File: src/rtl/serial_add_pkg.sv
// Shared types for the bit-serial adder controller.
package serial_add_pkg;

  typedef enum logic [1:0] {
    IDLE = 2'd0,
    RUN  = 2'd1,
    DONE = 2'd2
  } state_t;

endpackage

File: src/rtl/fa.sv
// 1-bit full-adder cell.
module fa (
  input  logic a,
  input  logic b,
  input  logic ci,
  output logic s,
  output logic co
);

  assign s  = a ^ b ^ ci;
  assign co = (a & b) | (ci & (a ^ b));

endmodule

File: src/rtl/serial_add_ctrl.sv
// Bit-serial adder: one full-adder cell walks the operands LSB first, WIDTH+1 cycles per add.
// Optional signed-overflow output ovf is built when SERIAL_ADD_OVF_EN is defined.
module serial_add_ctrl
  import serial_add_pkg::*;
#(
  parameter int WIDTH = 8
) (
  input  logic             clk,
  input  logic             rst_n,
  input  logic             start,
  input  logic [WIDTH-1:0] a,
  input  logic [WIDTH-1:0] b,
  input  logic             cin,
  output logic             busy,
  output logic             done,
  output logic [WIDTH-1:0] sum,
  output logic             cout
`ifdef SERIAL_ADD_OVF_EN
  ,
  output logic             ovf
`endif
);

  localparam int CW = $clog2(WIDTH + 1);
  localparam logic [CW-1:0] LAST = CW'(WIDTH - 1);

  state_t           state_reg;
  logic [CW-1:0]    count_reg;
  logic [WIDTH-1:0] a_reg;
  logic [WIDTH-1:0] b_reg;
  logic [WIDTH-1:0] work_reg;
  logic [WIDTH-1:0] sum_reg;
  logic             carry_reg;
  logic             cout_reg;
  logic             busy_reg;
  logic             done_reg;
`ifdef SERIAL_ADD_OVF_EN
  logic             ovf_reg;
`endif

  logic [WIDTH-1:0] bit_mask;
  logic [WIDTH-1:0] work_next;
  logic             bit_a;
  logic             bit_b;
  logic             bit_s;
  logic             bit_co;

  // One-hot select of the current bit avoids a variable part-select on the operands.
  assign bit_mask  = WIDTH'(1) << count_reg;
  assign bit_a     = |(a_reg & bit_mask);
  assign bit_b     = |(b_reg & bit_mask);
  assign work_next = bit_s ? (work_reg | bit_mask) : work_reg;

  fa u_fa (
    .a  (bit_a),
    .b  (bit_b),
    .ci (carry_reg),
    .s  (bit_s),
    .co (bit_co)
  );

  always_ff @(posedge clk) begin
    if (!rst_n) begin
      state_reg <= IDLE;
      count_reg <= '0;
      a_reg     <= '0;
      b_reg     <= '0;
      work_reg  <= '0;
      sum_reg   <= '0;
      carry_reg <= 1'b0;
      cout_reg  <= 1'b0;
      busy_reg  <= 1'b0;
      done_reg  <= 1'b0;
`ifdef SERIAL_ADD_OVF_EN
      ovf_reg   <= 1'b0;
`endif
    end else begin
      case (state_reg)
        IDLE, DONE: begin
          done_reg <= 1'b0;
          if (start) begin
            a_reg     <= a;
            b_reg     <= b;
            carry_reg <= cin;
            count_reg <= '0;
            work_reg  <= '0;
            busy_reg  <= 1'b1;
            state_reg <= RUN;
          end else begin
            state_reg <= IDLE;
          end
        end
        RUN: begin
          carry_reg <= bit_co;
          work_reg  <= work_next;
          count_reg <= count_reg + CW'(1);
          // Published result only changes here, so partial sums never reach sum.
          if (count_reg == LAST) begin
            sum_reg   <= work_next;
            cout_reg  <= bit_co;
`ifdef SERIAL_ADD_OVF_EN
            ovf_reg   <= carry_reg ^ bit_co;
`endif
            busy_reg  <= 1'b0;
            done_reg  <= 1'b1;
            state_reg <= DONE;
          end
        end
        default: begin
          busy_reg  <= 1'b0;
          done_reg  <= 1'b0;
          state_reg <= IDLE;
        end
      endcase
    end
  end

  assign busy = busy_reg;
  assign done = done_reg;
  assign sum  = sum_reg;
  assign cout = cout_reg;
`ifdef SERIAL_ADD_OVF_EN
  assign ovf  = ovf_reg;
`endif

endmodule

File: config.mk
export PLATFORM = sky130hd
export DESIGN_NAME = serial_add_ctrl
export DESIGN_NICKNAME = d
export VERILOG_FILES = /design/src/rtl/serial_add_pkg.sv /design/src/rtl/fa.sv /design/src/rtl/serial_add_ctrl.sv
export SDC_FILE = /design/constraint.sdc
export NUM_CORES = 1
export LEC_CHECK = 0
export CAP_MARGIN = 20
export CORE_MARGIN = 3
export CORE_UTILIZATION = 55
export DETAILED_ROUTE_END_ITERATION = 10
export PLACE_DENSITY_LB_ADDON = 0.1
export SYNTH_ARGS = -nofsm -noshare
export SYNTH_HDL_FRONTEND = slang
export SYNTH_SLANG_ARGS = --single-unit
File: constraint.sdc
create_clock -name clk -period 3.8 [get_ports clk]
set_clock_uncertainty 0.05 [all_clocks]
set_input_delay 1.14 -clock clk [delete_from_list [all_inputs] [get_ports clk]]
set_output_delay 1.14 -clock clk [all_outputs]
set_load 0.03 [all_outputs]
==> flow_summary.yaml <==
sta:
  finalHoldViolCount: 0
  rsz0062_at_grt: "no"
  fin_tns_setup_ps: 0
  finalCritPeriodShare: 0.803
  fmax_ghz: 0.328
  setup_violations: 0
  slew_headroom: 0.586
  tightest_slew_ps: 621
  drv_slew: 0
  fin_crit_ps: 3050
synth:
  synth_cells: 204
  synth_most_common_cell: "dfxtp_1"
  synth_top_cell_area_share: 0.478
  synth-main-ff-cell: "dfxtp_1"
  synth.top_cells.by_count: "dfxtp_1, a21oi_1, nand2_1, nor2_1, a31oi_1"
  ys_seq_elements: 42
  synth.mux.area_fraction: 0.0171
  synth.area.top_cells: "dfxtp_1, a21oi_1, nand2_1"
  syn-mean-instance-area_um2: 8.63
  synth_compound_area_frac: 0.224
  synth_fa_ha_area_frac: 0.0540
  syn_area_mm2: 0.00176
  synth_top_family_by_area: "compound AO/OA/AOI/OAI gates"
  synth-async-reset-ratio: 0
  synth_edf_count: 0
  synth_warnings: 0
  synth_seq_area_share: 0.478
  yosysUniqueCellTypes: 32
  syn-num-nets: 231
  yosys.area_share.simple: 0.179
  yosysTopAreaCell: "dfxtp_1"
  synth_xor_area_frac: 0
critical_path:
  cp_max_fo: 18
  r2r_cells: 9
  crit_arrival_ps: 3290
  path_class: "flip-flop to flip-flop"
  critPathRequiredTime_ps: 4050
  r2r-end: "work_reg[6]"
  reg2reg_slack_ps: 750
  critPathCaptureType: "flip-flop"
  max_stage_delay_ps: 740
  startpoint_type: "flip-flop"
  r2r_start: "count_reg[2]"
  crit_chain: "inv_1 -> ha_1 -> a222oi_1 -> a21oi_1 -> fa_1 -> nor4bb_1 -> buf_4 -> a31oi_1 -> nor2_1"
  critPathSlowestCell: "dfxtp_1"
min_path:
  hold_depth: 2
  hold_start: "b_reg[6]"
  min_path_type: "flip-flop to flip-flop"
  holdPathEnd: "b_reg[6]"
placement:
  dp_hpwl_um: 2800
  place.port_buffers: 30
  gp_congestion: 0.965
  place_area_mm2: 0.00207
  dp.cells: 267
layout:
  diodes: 0
  fin_nets: 259
  n_fill_cell: 237
  area_growth_pct: 20.5
  final_layout_size_suffix_gt1_frac: 0.0560
  final_cells: 274
  final_area_mm2: 0.00212
drt:
  wl_per_cell_um: 14.1
  route.vias.total: 1570
  routed_via_density: 5.73
  drc_errors: 0
  drt_iter0_drc: 101
  finalWirelength_um: 3860
  dr.pass1.iters: 4
  antenna_left: 0
power:
  worst_ir_drop_vdd_mv: 0.273
  p_leak_nw: 0.754
  p_per_area_mw_per_mm2: 362
clock_tree:
  postCtsSetupBuffers: 0
  clockBufferDepth: 2
  clock-sinks: 42
  h-tree-depth: 2
  cts_root_buf: "clkbuf_4"
  cts_resized: 0
  tritoncts: "yes"
  clk_pin_slew_worst_paths_ps: 120
  cts_hold_buf: 0
  clk_latency_ps: 360
  cts_made_buffers: 5
grt:
  grt_max_degree: 35
  grt_pass1_vias: 1515
  grt_pass1_wl_um: 6730
  met3_usage: 0.0594
  use_met2: 0.348
  track_usage: 0.212
  grt_busiest_layer: "met2"
  grtUsageMet1: 0.251
  grt-ovfl-total: 0
  antenna_found_initial: 0
floorplan:
  coreArea_mm2: 0.00290
  rows: 19
  die_y_um: 62.6
  ios: 31
  die_w_um: 62.6
  die_area_mm2: 0.00392
  initial_core_util: 0.607
run:
  cap_viol_max_count: 0
run_status:
  status: "finished clean"
## critical path: cells and delay by family (launching register included)
kind	cells	cell delay (ps)
AO/OA/AOI/OAI	3	490
adder cells (fa/ha/maj)	2	840
buffers and inverters	2	460
flip-flops	1	740
AND/OR/NAND/NOR	2	400
## power by group
group | switching, mW | total (mW) | leakage (nW) | internal, mW
combinational | 0.0540 | 0.0999 | 0.382 | 0.0460
clock | 0.137 | 0.203 | 0.0308 | 0.0665
sequential | 0.0108 | 0.466 | 0.342 | 0.455
## through the flow
stage               setup WS, ps  total power [mW]  hold WS [ps]  utilization
floorplan                   1310             0.536           386            -
global placement             998             0.571           397        0.715
detailed placement           788             0.575           403        0.715
CTS                          743             0.774           420        0.731
global route                 448             0.804           439        0.731
finish                       750             0.769           419        0.731
## cells by family (layout without fill, tap and decap cells)
| logic type | count (synthesis) | in the layout |
|---|---|---|
| buffers and inverters | 17 | 45 |
| multiplexers | 2 | 2 |
| AND/OR/NAND/NOR | 69 | 69 |
| AO/OA/AOI/OAI | 67 | 67 |
| adder cells (fa/ha/maj) | 7 | 7 |
| flip-flops | 42 | 42 |
## final cells by class
class | count | area, µm² | area share
sequential | 42 | 841 | 0.396
multi-input combinational | 145 | 835 | 0.394
timing repair buffer | 34 | 330 | 0.156
tap | 42 | 52.6 | 0.0248
clock buffer | 5 | 37.5 | 0.0177
inverter | 4 | 15.0 | 0.00708
clock inverter | 2 | 10.0 | 0.00472
## layout by cell type, fill, tap and decap left out, types with 4 or more instances in the layout
cell type        synthesis  final
dfxtp_1                 42     42
a21oi_1                 38     38
nand2_1                 35     35
clkdlybuf4s50_1          0     30
nor2_1                  11     11
a31oi_1                  9      9
nand3_1                  7      7
o21ai_0                  6      6
ha_1                     6      6
a211oi_1                 5      5
clkbuf_4                 0      5
buf_4                    1      4
## metal layers
layer  wire (µm)  share of wire
met1        1640           0.42
met2        1870           0.48
met3         270          0.070
met4          85          0.022
met5           0              0
## worst max path at each step
stage | from | to | slack [ps] | cells after the start
5_1_grt | count_reg[2] | work_reg[6] | 450 | 9
6_report | count_reg[2] | work_reg[6] | 750 | 9
3_5_place_dp | count_reg[2] | work_reg[6] | 790 | 9
3_3_place_gp | count_reg[2] | sum[4] | 1000 | 8
2_1_floorplan | count_reg[2] | sum[4] | 1310 | 10
4_1_cts | count_reg[2] | work_reg[6] | 740 | 9
No activity file was read; power rests on OpenSTA's default activity.
